`config.mk`:
```
export PLATFORM = sky130hd
export DESIGN_NAME = bit_serial_subtractor
export DESIGN_NICKNAME = d
export VERILOG_FILES = /design/src/rtl/bit_serial_subtractor_pkg.sv /design/src/rtl/bit_serial_subtractor_full_subtractor.sv /design/src/rtl/bit_serial_subtractor.sv
export SDC_FILE = /design/constraint.sdc
export NUM_CORES = 1
export LEC_CHECK = 0
export ABC_CLOCK_PERIOD_IN_PS = 1700
export BUFFER_PORTS_ARGS = -buffer_cell sky130_fd_sc_hd__buf_4
export CAP_MARGIN = 10
export CORE_MARGIN = 2
export CORE_UTILIZATION = 49
export CTS_BUF_LIST = sky130_fd_sc_hd__clkbuf_4
export CTS_CLUSTER_DIAMETER = 60
export DETAILED_ROUTE_END_ITERATION = 10
export GPL_TIMING_DRIVEN = 0
export HOLD_SLACK_MARGIN = 0.08
export PLACE_DENSITY = 0.81
export SLEW_MARGIN = 20
export SYNTH_ARGS = -nofsm -noshare
export SYNTH_HDL_FRONTEND = slang
export SYNTH_SLANG_ARGS = --single-unit
```
`constraint.sdc`:
```
create_clock -name clk -period 1.7 [get_ports clk]
set_input_delay 0.255 -clock clk [delete_from_list [all_inputs] [get_ports clk]]
set_output_delay 0.255 -clock clk [all_outputs]
set_load 0.005 [all_outputs]
```
`src/rtl/bit_serial_subtractor_pkg.sv`:
```
// Shared definitions for the bit-serial arithmetic blocks (subtractor and adder).
package bit_serial_subtractor_pkg;

  // Default operand width and bit-counter width; 2**DefaultCw must exceed DefaultWidth.
  localparam int unsigned DefaultWidth = 8;
  localparam int unsigned DefaultCw    = 4;

  // Controller states; 2'd3 is unused and recovers to StIdle.
  typedef enum logic [1:0] {
    StIdle  = 2'd0,
    StShift = 2'd1,
    StDone  = 2'd2
  } state_e;

endpackage

```
`src/rtl/bit_serial_subtractor_full_subtractor.sv`:
```
// One-bit full subtractor: d = x - y - bin, with borrow-out.
module full_subtractor (
  input  logic x_i,
  input  logic y_i,
  input  logic bin_i,
  output logic d_o,
  output logic bout_o
);

  // Difference bit and borrow-out of a single stage.
  always_comb begin
    d_o    = x_i ^ y_i ^ bin_i;
    bout_o = (~x_i & y_i) | (~(x_i ^ y_i) & bin_i);
  end

endmodule

```
`src/rtl/bit_serial_subtractor.sv`:
```
// Bit-serial subtractor: DIFF = A - B - BIN, one bit per clock, LSB first.
// Operands load in parallel, shift through a 1-bit full subtractor and are
// reassembled into a registered parallel result with a done/busy handshake.
module bit_serial_subtractor
  import bit_serial_subtractor_pkg::*;
#(
  parameter int unsigned WIDTH = DefaultWidth,
  parameter int unsigned CW    = DefaultCw
) (
  input  logic             clk,
  input  logic             reset,
  input  logic [WIDTH-1:0] a,
  input  logic [WIDTH-1:0] b,
  input  logic             bin,
  input  logic             load,
  output logic [WIDTH-1:0] diff,
  output logic             bout,
  output logic             busy,
  output logic             done
);

  localparam logic [CW-1:0] LastCnt = CW'(WIDTH - 1);

  state_e           state_q, state_d;
  logic [WIDTH-1:0] areg_q, areg_d;
  logic [WIDTH-1:0] breg_q, breg_d;
  logic [WIDTH-1:0] sreg_q, sreg_d;
  logic [WIDTH-1:0] diff_q, diff_d;
  logic             borrow_q, borrow_d;
  logic             bout_q, bout_d;
  logic [CW-1:0]    cnt_q, cnt_d;

  logic             fs_d;
  logic             fs_bout;
  logic [WIDTH-1:0] sreg_shift;

  full_subtractor u_fs (
    .x_i    (areg_q[0]),
    .y_i    (breg_q[0]),
    .bin_i  (borrow_q),
    .d_o    (fs_d),
    .bout_o (fs_bout)
  );

  // Result shift register with this cycle's difference bit entering at the MSB.
  always_comb begin
    sreg_shift = {fs_d, sreg_q[WIDTH-1:1]};
  end

  // State, datapath and result registers; reset clears everything.
  always_ff @(posedge clk or posedge reset) begin
    if (reset) begin
      state_q  <= StIdle;
      areg_q   <= '0;
      breg_q   <= '0;
      sreg_q   <= '0;
      diff_q   <= '0;
      borrow_q <= 1'b0;
      bout_q   <= 1'b0;
      cnt_q    <= '0;
    end else begin
      state_q  <= state_d;
      areg_q   <= areg_d;
      breg_q   <= breg_d;
      sreg_q   <= sreg_d;
      diff_q   <= diff_d;
      borrow_q <= borrow_d;
      bout_q   <= bout_d;
      cnt_q    <= cnt_d;
    end
  end

  // Next-state logic: operand capture, per-bit shift, and result commit on the last bit.
  always_comb begin
    state_d  = state_q;
    areg_d   = areg_q;
    breg_d   = breg_q;
    sreg_d   = sreg_q;
    diff_d   = diff_q;
    borrow_d = borrow_q;
    bout_d   = bout_q;
    cnt_d    = cnt_q;

    unique case (state_q)
      StIdle, StDone: begin
        if (load) begin
          state_d  = StShift;
          areg_d   = a;
          breg_d   = b;
          borrow_d = bin;
          cnt_d    = '0;
          sreg_d   = '0;
        end else begin
          state_d = StIdle;
        end
      end
      StShift: begin
        areg_d   = areg_q >> 1;
        breg_d   = breg_q >> 1;
        sreg_d   = sreg_shift;
        borrow_d = fs_bout;
        cnt_d    = cnt_q + CW'(1);
        if (cnt_q == LastCnt) begin
          state_d = StDone;
          diff_d  = sreg_shift;
          bout_d  = fs_bout;
        end
      end
      default: state_d = StIdle;
    endcase
  end

  // Handshake outputs decode directly from the state register.
  always_comb begin
    busy = (state_q == StShift);
    done = (state_q == StDone);
    diff = diff_q;
    bout = bout_q;
  end

endmodule

```
== Word level (Yosys, flattened, before mapping) ==
Cells that the tools add are included.

* Multiplexer cells: 13
* Equality and inequality tests: 5
* Reduce and logical (&&, ||, !) cells: 5
* Bitwise logic cells: 7
* Add/subtract/negate cells: 1

{| class="wikitable"
|+ Operators with widths
! cell !! count
|-
| $pmux W8 S2 || 3
|-
| $mux W8 || 3
|-
| $pmux W4 S2 || 1
|-
| $add A4 B1 Y4 const B || 1
|-
| $eq A4 B3 Y1 const B || 1
|-
| $mux W4 || 1
|-
| $pmux W2 S2 || 1
|-
| $reduce_and A2 Y1 || 2
|-
| $and A1 B1 Y1 || 2
|-
| $eq A2 B1 Y1 const B || 1
|-
| $eq A2 B2 Y1 const B || 1
|-
| $logic_not A2 Y1 || 1
|-
| $mux W1 || 2
|-
| $mux W2 || 1
|-
| $ne A2 B1 Y1 const B || 1
|-
| $ne A2 B2 Y1 const B || 1
|-
| $not A1 Y1 || 2
|-
| $pmux W1 S2 || 1
|-
| $reduce_bool A2 Y1 || 1
|-
| $reduce_or A2 Y1 || 1
|-
| $xor A1 B1 Y1 || 2
|-
| $or A1 B1 Y1 || 1
|}

* Register bits after elaboration: 40
* Bits of input ports: 20
* Output and inout port bits: 11
* Logic and storage cells: 39

== Logic depth before layout (Yosys ltp) ==
* Depth after elaboration: 5
* Gate-level depth with buffers: 6
* Gate-level depth less buffers: 4

== By module ==
A second synthesis with hierarchy kept.

* Cells, all modules: 118
* Area total of the unflattened synthesis: 1622.8 µm²

{| class="wikitable"
|+ By module, submodules not included
! module !! cells each !! seq. area each (µm²) !! area an instance (µm²) !! instances
|-
| bit_serial_subtractor || 114 || 975.9 || 1591.5 || 1
|-
| full_subtractor || 4 || 0.0 || 31.3 || 1
|}

== Worst setup path after synthesis ==
No wires, ideal clock.

* Path kind: register to register
* Start point: register state_q[1]
* End point: register diff_q[0], in the netlist diff[0]
* Path buffers: 1
* Arrival: 1.343 ns
* Stages on the path, launching flop included: 5
* Clock period less this slack: 1.468 ns
* Required time: 1.575 ns
* Setup time: 0.125 ns
* Path slack: 0.232 ns
* Cells stage by stage: dfrtp_1 -> nand2b_1 -> buf_6 -> nor3_4 -> mux2_2

* Word-level cells in the longest chain between the ends: 2

{| class="wikitable"
|+ RTL lines
! element !! RTL line !! source
|-
| from (decl) || bit_serial_subtractor.sv:24 || <nowiki>state_e state_q, state_d;</nowiki>
|-
| from (signal assigned) || bit_serial_subtractor.sv:53 || <nowiki>state_q <= StIdle;</nowiki>
|-
| from (signal assigned) || bit_serial_subtractor.sv:62 || <nowiki>state_q <= state_d;</nowiki>
|-
| $eq A2 B1 Y1 || bit_serial_subtractor.sv:84 || <nowiki>unique case (state_q)</nowiki>
|-
| $reduce_and A2 Y1 (no line) || -- ||
|-
| to (signal assigned) || bit_serial_subtractor.sv:66 || <nowiki>diff_q <= diff_d;</nowiki>
|-
| to (decl) || bit_serial_subtractor.sv:28 || <nowiki>logic [WIDTH-1:0] diff_q, diff_d;</nowiki>
|}

No other way between the ends.
A chain may end at the register's enable or synchronous reset.

== Final worst setup path ==
* Start point: register state_q[1]
* End point: output port busy

* Word-level cells in the longest chain between the ends: 1

{| class="wikitable"
|+ RTL lines
! element !! RTL line !! source
|-
| $eq A2 B1 Y1 || bit_serial_subtractor.sv:115 || <nowiki>busy = (state_q == StShift);</nowiki>
|-
| to (decl) || bit_serial_subtractor.sv:18 || <nowiki>output logic busy,</nowiki>
|}

No other way between the ends.

==> results.yml <==
routing:
  antenna_left: 0
  met3_wirelength_um: 214
  wl_um: 3198
  wirelength_met1_um: 1313
  drtPass1Iterations: 4
  wl_per_cell_um: 14.87
  drc: 0
  detailroute.wirelength.met2_um: 1624
  viasPerCell: 5.521
  top_signal_layer_used: "met4"
  dr.first_iter.drc_count: 52
  via_count: 1187
yosys:
  synth_commonest_cells: "sky130_fd_sc_hd__dfrtp_1 (39), sky130_fd_sc_hd__nand2_1 (16), sky130_fd_sc_hd__nand3_1 (14)"
  syn-instance-count: 134
  synth_edf_count: 0
  xor_xnor_cell_area_share_of_the_yosys_netlist: 0
  post_synth.cell_area_avg_um2: 12.05
  synth-async-reset-ratio: 1.000
  synthMostInstantiatedCell: "sky130_fd_sc_hd__dfrtp_1"
  ys_warnings: 0
  yosys-mux-area-fraction: 0.07436
  synth.area.top_cells: "sky130_fd_sc_hd__dfrtp_1 (60%), sky130_fd_sc_hd__a22oi_1 (6.0%), sky130_fd_sc_hd__a22o_1 (6.0%)"
  ys_seq_elements: 39
  yosysTopAreaCell: "sky130_fd_sc_hd__dfrtp_1"
  synth-seq-area-share: 0.6042
  synth.net_count: 156
  largest_family_of_logic_cells_by_synthesized_area: "compound AO/OA/AOI/OAI gates"
  synth_simple_gate_area_frac: 0.1224
  fraction_of_the_mapped_netlist_area_in_compound_gates: 0.1387
  yosys_cell_types: 24
  most_used_flip_flop_cell_after_synthesis: "sky130_fd_sc_hd__dfrtp_1"
  yosys.area_share.adder: 0.02014
  netlist_area_um2: 1615
  synth_top_area_frac: 0.6042
floorplanning:
  boundaryPins: 31
  floorplan.rows: 20
  die_h_um: 61.42
  effective_utilization_at_floorplan: 0.5206
  fp.dieArea_um2: 3772
  coreArea_um2: 3103
  die_width_um: 61.42
power_and_ir_drop:
  final_power_mw: 3.464
  p_sw_mw: 1.212
  swShare: 0.3498
  clock_power_share: 0.122
  share_comb_of_total_power: 0.412
  leakagePower_nw: 0.9673
  intPower_mw: 2.252
  p_per_area_nw_per_um2: 1761
  peakVddDrop_uv: 731.6
  power.share.sequential: 0.465
layout:
  antenna-diode-count: 0
  area_used_by_multi_input_combinational_logic_um2: 574.3
  final_util: 0.6339
  area_delta_synth_final_pct: 21.77
  fillCellCount: 262
  instances_no_fill: 215
  seq_area_um2: 975.9
  finalNetCount: 194
  layout-drive-gt1-share: 0.3158
grt:
  grt_start_max_net_pins: 40
  gr-total-overflow: 0
  antenna_found_initial: 0
  grt_first_pass_wirelength_um: 5499
  grt_util_all_layers: 0.2041
  grt_pass1_vias: 1191
sta:
  setup-violations-final: 0
  relSlewSlack: 0.4754
  final_max_slew_viol_count: 0
  layout_worst_path_cycle_share: 0.9338
  clock_skew_ps: 6.296
  achievable_frequency_mhz: 629.9
  fin_worst_hold_slack_ps: 63.53
  post-route-min-period_ps: 1587
  grt_setup_unrepaired: "no"
  hold_violation_count_in_the_final_report: 0
  timing_worst_slew_pin_value_ps: 785.7
  setup-tns-final_ps: 0
worst_setup_path:
  critPathLaunchType: "register"
  criticalPathCategory: "register to output port"
  worst_reg_to_reg_cells: 5
  worstPathCellList: "nand2b_1, buf_6, inv_4, buf_4"
  critical_path_arrival_ps: 1330
  critPathTopFamily: "buffers and inverters"
  r2r-start: "cnt_q[0]"
  crit_path_top_delay_cell: "sky130_fd_sc_hd__dfrtp_1"
  crit_path_max_fanout: 19
  critical-path-max-stage-delay_ps: 390
  setup.reg_to_reg.worst_slack_ps: 170
  path_buf_inv: 3
  r2r_end: "diff[1]"
  worst-endpoint-required_ps: 1440
  worst_setup_path_end_kind: "output port"
placed_design:
  portBuffers: 30
  numPlacedInstances: 208
  place_hpwl_um: 2298
  place_congestion: 0.7513
clock_tree:
  clock_tree_root_buffer_cell: "sky130_fd_sc_hd__clkbuf_4"
  clk_pin_slew_worst_paths_ps: 100
  clkSinkCount: 39
  cts_tree: "yes"
  cts_buffer_depth: 2
  clock_insertion_delay_worst_skew_ps: 330
  cts_buffers: 5
  cts-htree-levels: 2
run:
  drv.max_cap_violation_count: 0
min_path:
  hold_class: "primary input to async pin"
status:
  result_of_the_run: "complete, no violations"
==> worst max-delay path by stage <==
stage	startpoint	to	slack, ps	depth (start not counted)
2_1_floorplan	state_q[1]	diff[0]	230	4
3_3_place_gp	state_q[1]	diff[7]	90	4
3_5_place_dp	state_q[1]	diff[1]	50	4
4_1_cts	state_q[1]	diff[1]	40	4
5_1_grt	state_q[1]	busy	8	4
6_report	state_q[1]	busy	110	4
==> layout by cell type (no fill, tap or decap) <==
master and count:
sky130_fd_sc_hd__nand3_1 14, sky130_fd_sc_hd__nand2b_1 2, sky130_fd_sc_hd__clkbuf_4 6, sky130_fd_sc_hd__nor3_1 1
sky130_fd_sc_hd__buf_2 3, sky130_fd_sc_hd__clkbuf_1 3, sky130_fd_sc_hd__nor2_1 2, sky130_fd_sc_hd__nor3_4 1
sky130_fd_sc_hd__nand4_1 1, sky130_fd_sc_hd__ha_1 1, sky130_fd_sc_hd__mux2i_1 3, sky130_fd_sc_hd__buf_12 1
sky130_fd_sc_hd__fa_1 1, sky130_fd_sc_hd__clkbuf_2 1, sky130_fd_sc_hd__and2b_1 1, sky130_fd_sc_hd__inv_1 3
sky130_fd_sc_hd__nand2_1 16, sky130_fd_sc_hd__nor2b_1 2, sky130_fd_sc_hd__dfrtp_1 39, sky130_fd_sc_hd__a221o_1 2
sky130_fd_sc_hd__mux2_2 8, sky130_fd_sc_hd__buf_4 31, sky130_fd_sc_hd__o21ai_0 2, sky130_fd_sc_hd__a22oi_1 13
sky130_fd_sc_hd__a22o_1 11, sky130_fd_sc_hd__inv_2 1, sky130_fd_sc_hd__inv_4 1, sky130_fd_sc_hd__buf_6 1
==> power by group through the flow <==
stage	clock network [mW]	logic (mW)	registers, mW
floorplan	0	0.980	1.57
finish	0.424	1.43	1.61
global route	0.482	1.61	1.67
CTS	0.445	1.42	1.61
detailed placement	0	1.42	1.63
global placement	0	1.37	1.60
==> per-stage QoR <==
stage          setup WS [ps]  instance area (um2)
2_1_floorplan          232.5                 1615
3_3_place_gp           90.85                 1896
6_report               112.6                 1967
3_5_place_dp           54.62                 1896
4_1_cts                42.64                 1938
5_1_grt                8.197                 1967
==> sequential cells by signal, summed over array words and instances (netlist names) <==
name / cells
diff: 8
areg_q: 8
breg_q: 8
borrow_q: 1
sreg_q: 7
bout: 1
cnt_q: 4
state_q: 2
==> layout make-up <==
type	instances	share of cell area
inverter	5	0.01081
timing repair buffer	32	0.1285
multi-input combinational	81	0.2920
tap	44	0.02799
sequential	39	0.4962
buffer	8	0.02163
clock buffer	6	0.02290
==> what timing repair did <==
| action | in CTS | in global routing |
|---|---|---|
| buffers inserted | 0 | 2 |
| hold endpoints to repair | 0 | 0 |
| endpoints found under the setup margin | 1 | 9 |
| hold buffers | 0 | 0 |
| gates resized for setup | 1 | 1 |
| pin swaps | 0 | 1 |
| gates cloned | 0 | 0 |
==> worst reg2reg max path, delay by kind of cell (launching register included) <==
kind | cells | cell delay, ps
buffers and inverters | 1 | 150
and+or+nand+nor | 2 | 330
DFF | 1 | 410
muxes | 1 | 330
adders and majority gates | 1 | 210
==> routing by layer <==
layer,global-route usage,up-vias
li1,-,553
met1,0.2490,579
met2,0.3480,49
met3,0.05672,6
met4,0.07295,0
met5,0,-
==> kinds of logic (layout without fill, tap and decap cells) <==
group | count (synthesis) | in the layout
and+or+nand+nor | 40 | 40
DFF | 39 | 39
AOI/OAI and AO/OA | 28 | 28
buffers and inverters | 14 | 51
muxes | 11 | 11
adders and majority gates | 2 | 2
Note: power is estimated with default switching activity, not from simulation.
